**config.mk**
```make
export PLATFORM = sky130hd
export DESIGN_NAME = io_bus_arbiter
export DESIGN_NICKNAME = d
export VERILOG_FILES = /design/src/rtl/io_arb_pkg.sv /design/src/rtl/io_arb_grant.sv /design/src/rtl/io_bus_arbiter.sv
export SDC_FILE = /design/constraint.sdc
export NUM_CORES = 1
export LEC_CHECK = 0
export BUFFER_PORTS_ARGS = -buffer_cell sky130_fd_sc_hd__clkbuf_2
export CAP_MARGIN = 20
export CORE_AREA = 5 5 86 88
export DETAILED_ROUTE_END_ITERATION = 12
export DIE_AREA = 0 0 91 93
export RECOVER_POWER = 25
export SYNTH_ARGS = -nofsm -noshare
export SYNTH_HDL_FRONTEND = slang
export SYNTH_SLANG_ARGS = --single-unit
```
**constraint.sdc**
```tcl
create_clock -name CLK -period 1.9 [get_ports CLK]
set_input_delay 0.475 -clock CLK [delete_from_list [all_inputs] [get_ports CLK]]
set_output_delay 0.475 -clock CLK [all_outputs]
set_load 0.005 [all_outputs]
```
**src/rtl/io_arb_pkg.sv**
```systemverilog
// ----------------------------------------------------------------------------
// io_arb_pkg: shared types for the CPU/host I/O bus arbiter -- rev 1.0
// ----------------------------------------------------------------------------
`default_nettype none

package io_arb_pkg;

  localparam int ACC_CNT_W = 4;

  typedef enum logic [2:0] {
    ST_IDLE      = 3'd0,
    ST_CPU_ACC   = 3'd1,
    ST_CPU_HOLD  = 3'd2,
    ST_HOST_ACC  = 3'd3,
    ST_HOST_DONE = 3'd4
  } arb_state_t;

  typedef enum logic {
    GRANT_CPU  = 1'b0,
    GRANT_HOST = 1'b1
  } grant_t;

  // On a tie the side that did not win last time gets the bus.
  function automatic grant_t rr_pick(input logic cpu_v, input logic host_req,
                                     input grant_t last_grant);
    grant_t pick;
    if (cpu_v && host_req)
      pick = (last_grant == GRANT_HOST) ? GRANT_CPU : GRANT_HOST;
    else if (host_req)
      pick = GRANT_HOST;
    else
      pick = GRANT_CPU;
    return pick;
  endfunction

endpackage

`default_nettype wire

```
**src/rtl/io_arb_grant.sv**
```systemverilog
// ----------------------------------------------------------------------------
// io_arb_grant: two-input round-robin picker with last-grant memory -- rev 1.0
// ----------------------------------------------------------------------------
`default_nettype none

module io_arb_grant
  import io_arb_pkg::*;
(
  input  logic   CLK,
  input  logic   nRESET,
  input  logic   cpu_v,
  input  logic   host_req,
  input  logic   enable,
  output grant_t grant,
  output logic   grant_valid
);

  grant_t last_grant;

  always_comb begin
    grant       = rr_pick(cpu_v, host_req, last_grant);
    grant_valid = enable && (cpu_v || host_req);
  end

  // Resetting to HOST lets the CPU win the first tie after reset.
  always_ff @(posedge CLK) begin
    if (!nRESET)
      last_grant <= GRANT_HOST;
    else if (grant_valid)
      last_grant <= grant;
  end

endmodule

`default_nettype wire

```
**src/rtl/io_bus_arbiter.sv**
```systemverilog
// ----------------------------------------------------------------------------
// io_bus_arbiter: shares the I/O device bus between Z80 I/O cycles and a host
// port; host arbitration built only with IO_BUS_ARBITER_HOST_EN -- rev 1.0
// ----------------------------------------------------------------------------
`default_nettype none

module io_bus_arbiter
  import io_arb_pkg::*;
#(
  parameter int ACCESS_CYCLES = 2
) (
  input  logic        CLK,
  input  logic        nRESET,
  input  logic [15:0] A,
  input  logic [7:0]  D_cpu_out,
  output logic [7:0]  D_cpu_in,
  input  logic        nIORQ,
  input  logic        nRD,
  input  logic        nWR,
  input  logic        nM1,
  output logic        nWAIT,
  input  logic        host_req,
  input  logic        host_we,
  input  logic [15:0] host_addr,
  input  logic [7:0]  host_wdata,
  output logic        host_ack,
  output logic [7:0]  host_rdata,
  output logic [15:0] dev_addr,
  output logic [7:0]  dev_wdata,
  input  logic [7:0]  dev_rdata,
  output logic        dev_CS,
  output logic        dev_WE,
  output logic        dev_OE
);

  localparam logic [ACC_CNT_W-1:0] LAST_CNT = ACC_CNT_W'(ACCESS_CYCLES - 1);

  arb_state_t           state;
  logic [ACC_CNT_W-1:0] cnt;
  logic                 cpu_v;
  logic                 grant_valid;

  // Interrupt acknowledge and the illegal RD+WR combination never reach the bus.
  assign cpu_v = !nIORQ && nM1 && (nRD ^ nWR);

  // CPU_HOLD is the only state in which a live CPU cycle is allowed to run on,
  // so one I/O cycle maps to exactly one device access.
  assign nWAIT = !(cpu_v && (state != ST_CPU_HOLD));

`ifdef IO_BUS_ARBITER_HOST_EN
  grant_t grant;

  io_arb_grant u_grant (
    .CLK        (CLK),
    .nRESET     (nRESET),
    .cpu_v      (cpu_v),
    .host_req   (host_req),
    .enable     (state == ST_IDLE),
    .grant      (grant),
    .grant_valid(grant_valid)
  );
`else
  logic unused_host;

  assign grant_valid = cpu_v && (state == ST_IDLE);
  assign host_ack    = 1'b0;
  assign host_rdata  = '0;
  assign unused_host = ^{host_req, host_we, host_addr, host_wdata};
`endif

  always_ff @(posedge CLK) begin
    if (!nRESET) begin
      state     <= ST_IDLE;
      cnt       <= '0;
      dev_CS    <= 1'b1;
      dev_WE    <= 1'b1;
      dev_OE    <= 1'b1;
      dev_addr  <= '0;
      dev_wdata <= '0;
      D_cpu_in  <= '0;
`ifdef IO_BUS_ARBITER_HOST_EN
      host_ack   <= 1'b0;
      host_rdata <= '0;
`endif
    end else begin
`ifdef IO_BUS_ARBITER_HOST_EN
      host_ack <= 1'b0;
`endif
      case (state)
        ST_IDLE: begin
          cnt <= '0;
`ifdef IO_BUS_ARBITER_HOST_EN
          if (grant_valid && (grant == GRANT_HOST)) begin
            state     <= ST_HOST_ACC;
            dev_CS    <= 1'b0;
            dev_addr  <= host_addr;
            dev_wdata <= host_wdata;
            dev_WE    <= !host_we;
            dev_OE    <= host_we;
          end else
`endif
          if (grant_valid) begin
            state     <= ST_CPU_ACC;
            dev_CS    <= 1'b0;
            dev_addr  <= A;
            dev_wdata <= D_cpu_out;
            dev_WE    <= nWR;
            dev_OE    <= nRD;
          end
        end

        // An early nIORQ release still completes the access; HOLD then exits at once.
        ST_CPU_ACC: begin
          cnt <= cnt + ACC_CNT_W'(1);
          if (cnt == LAST_CNT) begin
            if (!dev_OE)
              D_cpu_in <= dev_rdata;
            dev_CS <= 1'b1;
            dev_WE <= 1'b1;
            dev_OE <= 1'b1;
            state  <= ST_CPU_HOLD;
          end
        end

        ST_CPU_HOLD: begin
          if (nIORQ)
            state <= ST_IDLE;
        end

`ifdef IO_BUS_ARBITER_HOST_EN
        ST_HOST_ACC: begin
          cnt <= cnt + ACC_CNT_W'(1);
          if (cnt == LAST_CNT) begin
            if (!dev_OE)
              host_rdata <= dev_rdata;
            dev_CS   <= 1'b1;
            dev_WE   <= 1'b1;
            dev_OE   <= 1'b1;
            host_ack <= 1'b1;
            state    <= ST_HOST_DONE;
          end
        end

        ST_HOST_DONE: begin
          state <= ST_IDLE;
        end
`endif

        default: begin
          state <= ST_IDLE;
        end
      endcase
    end
  end

endmodule

`default_nettype wire
```
; Yosys cells after proc, flatten, opt, wreduce, memory -nomap -nowiden
; Index checks and enable logic that the tools add are counted.
[op_classes]
n_bitwise = 2
n_eq_ne = 7
n_mux = 12
addsub = 1
n_reduce_logical = 12
[op_table]
columns = cell, count
row1 = $mux W3, 3
row2 = $pmux W3 S3, 1
row3 = $reduce_and A3 Y1, 3
row4 = $pmux W4 S2, 1
row5 = $ne A2 B2 Y1 const B, 3
row6 = $pmux W1 S2, 3
row7 = $add A4 B1 Y4 const B, 1
row8 = $eq A4 B1 Y1 const B, 1
row9 = $logic_and A1 B1 Y1, 4
row10 = $mux W1, 4
row11 = $eq A3 B1 Y1 const B, 1
row12 = $eq A3 B2 Y1 const B, 1
row13 = $logic_not A3 Y1, 1
row14 = $ne A3 B2 Y1 const B, 1
row15 = $logic_not A1 Y1, 2
row16 = $reduce_and A2 Y1, 1
row17 = $reduce_bool A2 Y1, 1
row18 = $not A1 Y1, 1
row19 = $xor A1 B1 Y1, 1
[word_totals]
reg_bits = 42
inputBits = 64
output_inout_bits = 45
word_cells = 42

; Logic depth before layout (Yosys ltp)
[logic_depth]
depth_word = 6
mapped_depth = 6
ltp_nobuf = 5

; Least setup slack after synthesis
; No wires, ideal clock.
[synth_path]
path_type = in2out
startpoint = input port nWR
endpoint = output port nWAIT
n_path_buf = 1
required_time_ps = 1425
path_stages = 3
slack_ps = 232
t_arrival_ps = 1193
path_cell_list = xor2_1 buf_2 nand4b_1
[synth_between]
elab_chain_len = 4
[synth_rtl]
columns = element, line
row1 = "start, declared", io_bus_arbiter.sv:19  ; input logic nWR,
row2 = $xor A1 B1 Y1, io_bus_arbiter.sv:44  ; assign cpu_v = !nIORQ && nM1 && (nRD ^ nWR);
row3 = $logic_and A1 B1 Y1, io_bus_arbiter.sv:44
row4 = $logic_and A1 B1 Y1, io_bus_arbiter.sv:48  ; assign nWAIT = !(cpu_v && (state != ST_CPU_HOLD));
row5 = $logic_not A1 Y1, io_bus_arbiter.sv:48
row6 = "end, declared", io_bus_arbiter.sv:21  ; output logic nWAIT,
; Every way passes these cells.

; Worst setup path in the final report
[layout_path]
startpoint = register state[0]
endpoint = output port nWAIT
[layout_between]
elab_chain_len = 3
[layout_rtl]
columns = element, line
row1 = "start, declared", io_bus_arbiter.sv:38  ; arb_state_t state;
row2 = "start signal, assigned", io_bus_arbiter.sv:73  ; state <= ST_IDLE;
row3 = "start signal, assigned", io_bus_arbiter.sv:103  ; state <= ST_CPU_ACC;
row4 = "start signal, assigned", io_bus_arbiter.sv:121  ; state <= ST_CPU_HOLD;
row5 = $ne A3 B2 Y1, io_bus_arbiter.sv:48
row6 = $logic_and A1 B1 Y1, io_bus_arbiter.sv:48
row7 = $logic_not A1 Y1, io_bus_arbiter.sv:48
; Every way passes these cells.

==> metrics <==
Max-Cap Viols=0; Compound-Gate Fraction of Synth Area=25.6%; CTS Buffer Depth=2; Primary FF master, synth=dfxtp_1; CP peak stage delay=510 ps; startpoint types=flop; Fin. Hold Viols=0; CP max FO=9; post-route setup TNS=0 ps; CP cell instances=nand2b_1 -> nand4b_1 -> clkbuf_2; Worst Tran Pin Value=529 ps; Final Setup Violations=0; clock buffer count from CTS=5; cell with the most instances after synthesis=dfxtp_1; worst path arrival time=~1200 ps; FMAX=597 MHz; internal power=1.32 mW; leading area contributor after synthesis=dfxtp_1; DP Area=about 2300 um^2; Net Sw Frac=25.4%; Syn Inst Count=about 210; Root Driver=clkbuf_8; XOR/XNOR share of the synthesized area=1.32%; number of antenna violations at the first check in global routing=0; die area=8460 um^2; number of cell rows=30; Post-Syn Area=1890 um^2; Worst EP required=around 1400 ps; Final GP Congestion=0.699; core outline area=6570 um^2; Pwr Density=736 nW/um^2; PortBufs=73; Via Count=1735; CTS tree=built; DPL Wire Length=3680 um; Die Width=91 um; Hold Startpoint=A[4]; Synth top area share=43.3%; Yosys reg bits=41; vias in the first global route=about 1700; largest net degree at the start of global routing=21; r2r startpoint=state[0]; dpl cells=~350; Crit. Startpoint=state[0]; Comb power frac=13.4%; outcome=complete, no violations; Seq/Total Area, Yosys=43.3%; final slew viol count=0; Setup Buffers After CTS=0; first-pass GRT wire length=8220 um; GRT Util Overall=a little under an eighth; Synth area leaders=dfxtp_1 (43%), nand3_1 (9.0%), a21boi_1 (7.9%), a21boi_0 (5.5%), o21ai_1 (4.5%); Post-route DRC=0; clk_lat worst skew=between 200 and 300 ps; Initial Utilization=about 29%; drt total wl=between 4000 and 5000 um; Die Height=93 um; Synth cell types=32; Ports=109; largest family of logic cells by synthesized area=compound AO/OA/AOI/OAI gates; EDFF count, synth=0; # diodes=0; # nets final=347; Relative slew margins=64.6%; LEAKAGE=0.981 nW; hold crit path type=input pin to flop; final instance area=2400 um^2; drt initial violations=131; H-Tree Level Count=2; Final min period=1670 ps; Adder-Cell Fraction of Synth Area=1.32%; cts repair resizes=0; vias per cell=4.79; fraction of the mapped netlist area in simple logic gates=18.8%; Final Non-Filler Cells=362; final period utilization=around nine tenths; Seq pwr share=51.0%; Hold Buf Count CTS=0; YS warnings=0; Clock Skew=between 2 and 2.5 ps; total congestion overflow=0; per-cell routed wire length=between 10 and 15 um; P_sw=0.449 mW; share of layout cells above drive strength 1=between 30% and 40%; mux cell area share after synthesis=0%; Num Clock Sinks=41; area grow syn2layout=26.8%; top cells by count, synth=dfxtp_1 (41), nand3_1 (34), a21boi_1 (20), o21ai_1 (17), o21ai_0 (16); clock share of power=between 30% and 40%; RSZ-0062 raised after global routing=false; DR pass1 iterations=4; type of the worst setup path=flop to primary output; Avg Cell Area, Syn=9.11 um^2; Routed Antenna Nets=0; peak supply drop=0.261 mV; ys async rst share=0%; CP max stage cell=dfxtp_1; Clock transition at path regs=80 ps; nature of the critical path endpoint=primary output
==> registers in the layout, indices dropped and copies added (netlist names) <==
register   count
D_cpu_in       8
cnt            4
dev_CS         1
dev_OE         1
dev_WE         1
dev_addr      16
dev_wdata      8
state          2
==> final timing paths <==
| path | to | slack (ps) | cells past startpoint |
|---|---|---|---|
| max | nWAIT | 230 | 3 |
| min | dev_addr[4] | 410 | 3 |
| max reg2reg | dev_addr[11] | 270 | 4 |
| min reg2reg | dev_wdata[7] | 470 | 2 |
==> worst max-delay path, delay by kind of cell (launching register included) <==
kind | cells | cell delay, ps
flip-flops | 1 | 510
buffers and inverters | 1 | 120
AND/OR/NAND/NOR | 2 | 270
==> power by group through the flow <==
stage | combinational (mW) | clock, mW | sequential, mW
2_1_floorplan | 0.148 | 0 | 0.919
3_3_place_gp | 0.242 | 0 | 0.921
3_5_place_dp | 0.242 | 0 | 0.921
4_1_cts | 0.243 | 0.661 | 0.901
5_1_grt | 0.265 | 0.687 | 0.905
6_report | 0.237 | 0.629 | 0.900
==> cell families after synthesis <==
group / after synthesis
compound gates: 75
simple gates: 58
flops: 41
buf+inv: 29
xor+xnor: 2
fa+ha+maj: 2
other cells: 1
==> layer usage <==
layer	share of wire (%)	global-route usage (%)	up-vias
met5	0	0	-
met4	1.4	4.40	0
met3	6.1	3.78	5
met2	48	18.8	46
met1	45	15.1	821
li1	-	-	863
==> through the flow <==
| stage | worst slack, ps | total power [mW] | utilization [%] | hold slack (ps) |
|---|---|---|---|---|
| after floorplan | 232 | 1.07 | - | 459 |
| after global routing | 137 | 1.86 | 36.6 | 404 |
| after CTS | 205 | 1.81 | 36.7 | 399 |
| after detailed placement | 110 | 1.16 | 35.2 | 465 |
| after global placement | 118 | 1.16 | 35.2 | 447 |
| final | 226 | 1.77 | 36.6 | 410 |
==> cell type report <==
| type | instances | area [um^2] |
|---|---|---|
| fillers | 689 | 4170 |
| flip-flops and latches | 41 | 821 |
| clock buffers | 7 | 96.3 |
| well taps | 80 | 100 |
| repair buffers | 84 | 435 |
| multi-input cells | 146 | 932 |
| inverters | 3 | 11.3 |
| clock inverters | 1 | 5.00 |
==> cell usage in the layout (no fill, tap or decap) <==
master and instances:
o22ai_1 1, o21ai_1 17, clkbuf_1 10, nand4b_1 1
or3b_2 2, clkbuf_8 7, o21ai_2 3, a21boi_0 14
or4b_4 1, o32ai_1 1, a41oi_1 2, inv_1 3
nor4b_4 1, clkbuf_2 63, conb_1 9, nand2b_1 3
a21oi_1 1, nor3b_2 2, a21boi_1 20, xnor2_2 1
nand2_1 6, nor2b_1 2, dfxtp_1 41, nand3_1 34
buf_4 11, nand3b_1 1, nor4b_1 2, and2_1 2
xor2_2 1, o21ai_0 16, clkinv_2 1, ha_1 2
and2_0 1
No activity file was read; power rests on OpenSTA's default activity.
